**src/rtl/board_writer_pkg.sv**
```systemverilog
// Shared sizing defaults and FSM state encoding for the board writer.
// Optional clear feature: BOARD_WRITER_CLEAR_EN adds the CLEAR state.
package board_writer_pkg;

  localparam int WORD_SIZE    = 16;
  localparam int LOG_MAX_ADDR = 12;
  localparam int NUM_WORDS    = 4096;

  typedef enum logic [2:0] {
    S_IDLE  = 3'd0,
    S_PACK  = 3'd1,
    S_WRITE = 3'd2,
    S_DONE  = 3'd3
`ifdef BOARD_WRITER_CLEAR_EN
    ,
    S_CLEAR = 3'd4
`endif
  } state_t;

endpackage

```
**src/rtl/board_writer_word_packer.sv**
```systemverilog
// LSB-first shift register and cell counter that assembles one memory word.
module word_packer #(
  parameter int WORD_SIZE = board_writer_pkg::WORD_SIZE
) (
  input  logic                 clk_in,
  input  logic                 rst_n_in,
  input  logic                 shift_en_in,
  input  logic                 clear_in,
  input  logic                 cell_in,
  output logic [WORD_SIZE-1:0] word_out,
  output logic                 full_out
);

  localparam int CW = $clog2(WORD_SIZE + 1);

  logic [CW-1:0] count_q;

  always_ff @(posedge clk_in) begin
    if (!rst_n_in || clear_in) begin
      word_out <= '0;
      count_q  <= '0;
    end else if (shift_en_in) begin
      // New cells enter at the top so the first cell ends up in bit 0.
      word_out <= {cell_in, word_out[WORD_SIZE-1:1]};
      count_q  <= count_q + 1'b1;
    end
  end

  // Word holds WORD_SIZE-1 cells: the next accepted cell completes it.
  assign full_out = (count_q == CW'(WORD_SIZE - 1));

endmodule

```
**src/rtl/board_writer.sv**
```systemverilog
// Packs a stream of cell bits into words and writes one board generation.
// Optional clear feature: BOARD_WRITER_CLEAR_EN adds clear_in and CLEAR.
module board_writer
  import board_writer_pkg::*;
#(
  parameter int WORD_SIZE    = board_writer_pkg::WORD_SIZE,
  parameter int LOG_MAX_ADDR = board_writer_pkg::LOG_MAX_ADDR,
  parameter int NUM_WORDS    = board_writer_pkg::NUM_WORDS
) (
  input  logic                    clk_in,
  input  logic                    rst_n_in,
  input  logic                    start_in,
`ifdef BOARD_WRITER_CLEAR_EN
  input  logic                    clear_in,
`endif
  input  logic                    cell_in,
  input  logic                    cell_valid_in,
  output logic                    cell_ready_out,
  output logic [LOG_MAX_ADDR-1:0] addr_w_out,
  output logic [WORD_SIZE-1:0]    data_w_out,
  output logic                    we_out,
  output logic                    busy_out,
  output logic                    done_out,
  output state_t                  state_out
);

  // Cell handshake: a cell transfers on a rising edge where cell_valid_in and
  // cell_ready_out are both high; ready is high only while packing.

  localparam logic [LOG_MAX_ADDR-1:0] LAST_ADDR = LOG_MAX_ADDR'(NUM_WORDS - 1);

  state_t                  state_q;
  logic [LOG_MAX_ADDR-1:0] addr_q;
  logic [WORD_SIZE-1:0]    packed_word;
  logic [WORD_SIZE-1:0]    next_word;
  logic                    pack_full;
  logic                    pack_clear;
  logic                    accept;

  assign cell_ready_out = (state_q == S_PACK);
  assign accept         = cell_valid_in && cell_ready_out;
  assign pack_clear     = (state_q == S_IDLE) || (state_q == S_WRITE);
  assign next_word      = {cell_in, packed_word[WORD_SIZE-1:1]};
  assign busy_out       = (state_q != S_IDLE);
  assign state_out      = state_q;

  word_packer #(
    .WORD_SIZE (WORD_SIZE)
  ) u_packer (
    .clk_in      (clk_in),
    .rst_n_in    (rst_n_in),
    .shift_en_in (accept),
    .clear_in    (pack_clear),
    .cell_in     (cell_in),
    .word_out    (packed_word),
    .full_out    (pack_full)
  );

  always_ff @(posedge clk_in) begin
    if (!rst_n_in) begin
      state_q    <= S_IDLE;
      addr_q     <= '0;
      addr_w_out <= '0;
      data_w_out <= '0;
      we_out     <= 1'b0;
      done_out   <= 1'b0;
    end else begin
      done_out <= 1'b0;
      case (state_q)
        S_IDLE: begin
          we_out <= 1'b0;
`ifdef BOARD_WRITER_CLEAR_EN
          if (clear_in) begin
            state_q    <= S_CLEAR;
            addr_q     <= '0;
            addr_w_out <= '0;
            data_w_out <= '0;
            we_out     <= 1'b1;
          end else
`endif
          if (start_in) begin
            state_q <= S_PACK;
            addr_q  <= '0;
          end
        end
        S_PACK: begin
          // The completing cell is folded in here so the write issues next cycle.
          if (accept && pack_full) begin
            state_q    <= S_WRITE;
            we_out     <= 1'b1;
            addr_w_out <= addr_q;
            data_w_out <= next_word;
          end
        end
        S_WRITE: begin
          we_out <= 1'b0;
          if (addr_q == LAST_ADDR) begin
            state_q  <= S_DONE;
            done_out <= 1'b1;
          end else begin
            addr_q  <= addr_q + 1'b1;
            state_q <= S_PACK;
          end
        end
        S_DONE: begin
          state_q <= S_IDLE;
        end
`ifdef BOARD_WRITER_CLEAR_EN
        S_CLEAR: begin
          if (addr_q == LAST_ADDR) begin
            we_out   <= 1'b0;
            done_out <= 1'b1;
            state_q  <= S_DONE;
          end else begin
            addr_q     <= addr_q + 1'b1;
            addr_w_out <= addr_q + 1'b1;
          end
        end
`endif
        default: begin
          state_q <= S_IDLE;
        end
      endcase
    end
  end

endmodule
```
**config.mk**
```make
export PLATFORM = sky130hd
export DESIGN_NAME = board_writer
export DESIGN_NICKNAME = d
export VERILOG_FILES = /design/src/rtl/board_writer_pkg.sv /design/src/rtl/board_writer_word_packer.sv /design/src/rtl/board_writer.sv
export SDC_FILE = /design/constraint.sdc
export NUM_CORES = 1
export LEC_CHECK = 0
export ABC_CLOCK_PERIOD_IN_PS = 3100
export BUFFER_PORTS_ARGS = -buffer_cell sky130_fd_sc_hd__buf_2
export CAP_MARGIN = 25
export CORE_MARGIN = 2
export CORE_UTILIZATION = 45
export CTS_BUF_LIST = sky130_fd_sc_hd__clkbuf_8
export CTS_CLUSTER_SIZE = 16
export DETAILED_ROUTE_END_ITERATION = 6
export PLACE_DENSITY = 0.73
export SYNTH_ARGS = -nofsm -noshare
export SYNTH_HDL_FRONTEND = slang
export SYNTH_SLANG_ARGS = --single-unit
```
**constraint.sdc**
```tcl
create_clock -name clk_in -period 3.1 [get_ports clk_in]
set_clock_uncertainty 0.1 [all_clocks]
set_input_delay 0.775 -clock clk_in [delete_from_list [all_inputs] [get_ports clk_in]]
set_output_delay 0.775 -clock clk_in [all_outputs]
set_load 0.05 [all_outputs]
```
## After elaboration in Yosys (flattened, before gate mapping)

Index checks and enable logic that the tools add are counted.

- Add/subtract/negate cells: 2
- Eq/ne operators: 7
- Mux-type cells: 10
- Reduce and logical (&&, ||, !) cells: 15

Operator list:

| cell | count |
|---|---|
| two-way mux 12 bit | 2 |
| case mux 12 bit (2 select lines) | 1 |
| adder 12 x 1 -> 12 bit (second input constant) | 1 |
| equality test 12 bit (second input constant) | 1 |
| case mux 3 bit (3 select lines) | 1 |
| AND reduction 2 bit | 4 |
| two-way mux 3 bit | 2 |
| adder 5 x 1 -> 5 bit (second input constant) | 1 |
| equality test 5 x 4 -> 1 bit (second input constant) | 1 |
| != test 2 bit (second input constant) | 2 |
| nonzero test 2 bit | 2 |
| equality test 3 x 1 -> 1 bit (second input constant) | 1 |
| equality test 3 x 2 -> 1 bit (second input constant) | 1 |
| zero test 3 bit | 1 |
| AND reduction 3 bit | 1 |
| nonzero test 3 bit | 1 |
| logical AND 1 bit | 2 |
| logical OR 1 bit | 2 |
| two-way mux 1 bit | 2 |
| two-way mux 2 bit | 1 |
| != test 2 x 1 -> 1 bit (second input constant) | 1 |
| case mux 1 bit (2 select lines) | 1 |
| OR reduction 2 bit | 1 |
| zero test 1 bit | 1 |

- Bits in registers: 66
- Input port bits: 5
- Output and inout bits: 35
- Logic and storage cells: 42

## Depth between registers and ports, before layout

- Depth in word-level cells: 5
- Mapped depth: 8

## Hierarchy

Synthesis repeated with hierarchy kept, for this count alone.

- Cells, all modules: 292
- Area, all modules: 2722.6 um^2

Modules (own cells, without submodules):

| module | instances | cells an instance | area each (um^2) |
|---|---|---|---|
| board_writer | 1 | 216 | 1881.8 |
| word_packer | 1 | 76 | 840.8 |

## Least setup slack after synthesis

No wires, ideal clock.

- Path type: flip-flop to flip-flop
- From: register state_q[0] (netlist: state_out[0])
- To: register u_packer.word_out[5]
- Library setup time: 0.132 ns
- Data arrival time: 2.237 ns
- Data required time: 2.868 ns
- Path slack: 0.630 ns
- Stages on the path, launching flop included: 6
- Path buffers: 1
- Path through: dfxtp_1 > nor2b_1 > nand2_1 > clkbuf_1 > nand2_1 > a21oi_1

RTL lines:

| element | line | RTL |
|---|---|---|
| start, declared | board_writer.sv:32 | `state_t state_q;` |
| start signal, assigned | board_writer.sv:61 | `state_q <= S_IDLE;` |
| start signal, assigned | board_writer.sv:82 | `state_q <= S_PACK;` |
| start signal, assigned | board_writer.sv:89 | `state_q <= S_WRITE;` |
| equality test 3 x 1 -> 1 bit | board_writer.sv:40 | `assign cell_ready_out = (state_q == S_PACK);` |
| via cell_ready_out | board_writer.sv:18 | `output logic cell_ready_out,` |
| logical AND 1 bit | board_writer.sv:41 | `assign accept = cell_valid_in && cell_ready_out;` |
| end signal, assigned | board_writer_word_packer.sv:24 | `word_out <= {cell_in, word_out[WORD_SIZE-1:1]};` |
| end, declared | board_writer_word_packer.sv:10 | `output logic [WORD_SIZE-1:0] word_out,` |

The timed path passes the listed nets, and every way through them passes these cells.
A chain may end at the register's enable or synchronous reset.

## Worst setup path in the final report

- From: register state_q[0] (netlist: state_out[0])
- To: output port cell_ready_out

- Longest elaborated chain between the ends: 1

RTL lines:

| element | line |
|---|---|
| equality test 3 x 1 -> 1 bit | board_writer.sv:40 |
| end, declared | board_writer.sv:18 |

No other way between the ends.

==> results_dict.tcl <==
set metrics [dict create \
    run_status "finished, final reports clean" \
    total_switching_power_w 0.0003485 \
    worst_ep_required_time_ps 2220 \
    clockBufferDepth 2 \
    vdd.ir_drop.worst_mv 0.3491 \
    globalRouteOverflowTotal 0 \
    drive_above_1_share_pct 16.48 \
    die-height_um 79.61 \
    cp-end-kind "output pin" \
    drtAntennaViolNets 0 \
    min_delay_path_depth 2 \
    chipWidth_um 79.61 \
    floorplan.io_pins 40 \
    clk-insertion-delay-late_ps 340 \
    synth.cells.most_frequent "nand2_1, dfxtp_1, a21oi_1" \
    seqCellArea_mm2 0.001281 \
    critPathMaxFanout 9 \
    wirelength_um 5555 \
    syn-mean-instance-area_um2 7.964 \
    multiInputGateArea_mm2 0.001175 \
    synth_cell_type_count 40 \
    synth_edf_count 0 \
    final.setup.tns_ps 0 \
    gp_congestion 0.8251 \
    buffer_ports.inserted 38 \
    max-cap-violations 0 \
    cts-buffers-inserted 9 \
    global_route_usage_over_all_layers_pct 18.71 \
    yosys-top-cells-area "dfxtp_1, nand2_1, a21oi_1, buf_2, clkbuf_1" \
    slew_headroom_pct 53.83 \
    pwr_density_cell_mw_per_mm2 543.5 \
    initial_utilization_pct 46.72 \
    cts.htree.levels 3 \
    period_needed_ps 2304 \
    grt_start_max_net_pins 44 \
    netSwitchingFraction_pct 21.46 \
    tightest_slew_ps 691.1 \
    r2r-end "addr_q[4]$_SDFFE_PN0P_" \
    drt_pass1_iterations 4 \
    cts_hold_repair.buffers 0 \
    grt_first_pass_wirelength_um 9211 \
    layout.filler_cells 545 \
    synth_top_area_share_pct 49.81 \
    syn_nets 331 \
    core-area_mm2 0.005507 \
    fp-row-count 27 \
    endpoints_failing_hold 0 \
    routedWlPerCell_um 12.92 \
    netlist_area_mm2 0.002572 \
    synth.yosys.seq_area_share_pct 49.81 \
    route.detailed.drc 0 \
    cts_root_buf "clkbuf_8" \
    power_w 0.001624 \
    synth.largest_area_cell "dfxtp_1" \
    leakage_component_of_the_power_nw 1.117 \
    seqPwrFrac_pct 50.9 \
    post_synth_inst_count 323 \
    worstHoldStart "addr_w_out[4]$_SDFFE_PN0P_" \
    synthToLayoutAreaGrowth_pct 16.15 \
    clk_pin_slew_worst_paths_ps 70 \
    num_antenna_cells 0 \
    post-synth-top-count-cell "nand2_1" \
    final.period_utilization_pct 74.31 \
    drv_slew 0 \
    worstRegToRegCells 5 \
    regToRegSetupSlack_ps 1070 \
    vias_per_cell 5.263 \
    asyncSetResetFlopFracSynth_pct 0 \
    routed-via-count 2263 \
    holdPathEnd "addr_w_out[4]$_SDFFE_PN0P_" \
    critical_path_class "flip-flop to output pin" \
    regToRegStartpoint "addr_q[0]$_SDFFE_PN0P_" \
    fmaxAchievable_mhz 434.1 \
    die_area_mm2 0.006338 \
    synth_warnings 0 \
    clkPwrFrac_pct 45.5 \
    cts.sinks 64 \
    synth-seq-cells 64 \
    grt_pass1_vias 2085 \
    cts.repair.resized 0 \
    worst_hold_path_type "flip-flop to flip-flop" \
    tritoncts "built" \
    hpwlAfterDp_um 3671 \
    pwr-share-comb_pct 3.6 \
    rsz0062_at_grt "no" \
    nets_finish 362 \
    cts.repair_timing.setup_buffer_count 0 \
    critical_path.startpoint_type "flip-flop" \
    yosys_most_used_dff "dfxtp_1" \
    grt_antenna_before_repair 0 \
    drt_first_iter_violations 115 \
    internal_w 0.001276 \
    report.final.setup_viol 0 \
    cp_data_arrival_time_ps 1430 \
]
-- power by group through the flow --
stage | Combinational, W | Sequential (W) | Clock (W)
global route | 0.0000638 | 0.000827 | 0.000794
CTS | 0.0000591 | 0.000827 | 0.000761
detailed placement | 0.0000591 | 0.000846 | 0
global placement | 0.0000589 | 0.000846 | 0
finish | 0.0000583 | 0.000827 | 0.000738
floorplan | 0.0000408 | 0.000848 | 0
-- area by class of cell --
type	instances	share of cell area [%]
Clock inverter	6	2.638
Clock buffer	9	4.146
Inverter	3	0.3769
Multi-Input combinational cell	233	39.32
Tap cell	72	3.015
Sequential cell	64	42.88
Timing Repair Buffer	43	7.621
-- placed cells by master, fill, tap and decap left out, types with 3 or more instances in the layout --
master,count
o31ai_1,4
nand3_1,6
nor2_1,11
a21oi_1,56
ha_1,3
a31oi_1,4
buf_2,38
dfxtp_1,64
clkbuf_8,9
inv_1,5
nand2_1,101
nand4_1,7
o21ai_0,4
and3_1,3
buf_4,5
-- worst max-delay path, stage by stage (launching register included) --
cell     delay, ps
dfxtp_1        520
nor2b_1        270
buf_2          300
-- flip-flops by register name (all words and copies together), names as in the netlist --
register	count
addr_q	12
addr_w_out	12
data_w_out	16
done_out	1
state_out	2
u_packer.count_q	5
u_packer.word_out	15
we_out	1
-- metrics by stage --
stage               instances  worst slack, ps  util, %  area (um2)  hold slack [ps]
floorplan                 323            630.3        -        2572            332.1
global placement          415            902.6    50.58        2785            340.7
detailed placement        415            845.2    50.58        2785            345.7
CTS                       430            769.7    54.26        2988            355.4
global route              430            711.0    54.26        2988            368.3
finish                    430            796.3    54.26        2988            353.3
-- routing by layer --
metal	wire [um]	GRT usage, %	share of wire (%)	up-vias
li1	-	-	-	1162
met1	2529	22.14	46	1034
met2	2592	29.50	47	59
met3	361	7.919	6.5	8
met4	70	8.276	1.3	0
met5	0	0	0	-
-- worst max-delay path by stage --
stage                                              endpoint  depth (start not counted)  slack (ps)                       from
final                                        cell_ready_out                          2         800  state_out[0]$_SDFFE_PN0P_
after CTS                                    cell_ready_out                          2         770  state_out[0]$_SDFFE_PN0P_
after floorplan           u_packer.word_out[5]$_SDFFE_PP0P_                          5         630  state_out[0]$_SDFFE_PN0P_
after global routing                         cell_ready_out                          2         710  state_out[0]$_SDFFE_PN0P_
after global placement          addr_w_out[11]$_SDFFE_PN0P_                          6         900              cell_valid_in
after detailed placement         data_w_out[8]$_SDFFE_PN0P_                          6         850              cell_valid_in
-- kinds of logic after synthesis --
logic type | count (synthesis) | share of synthesized area [%]
simple gates | 148 | 26.02
flops | 64 | 49.81
compound gates | 77 | 16.63
fa+ha+maj | 3 | 1.459
other cells | 1 | 0.1458
xor+xnor | 3 | 1.022
mux | 1 | 0.3891
buf+inv | 26 | 4.523
(Power assumes the default switching activity.)
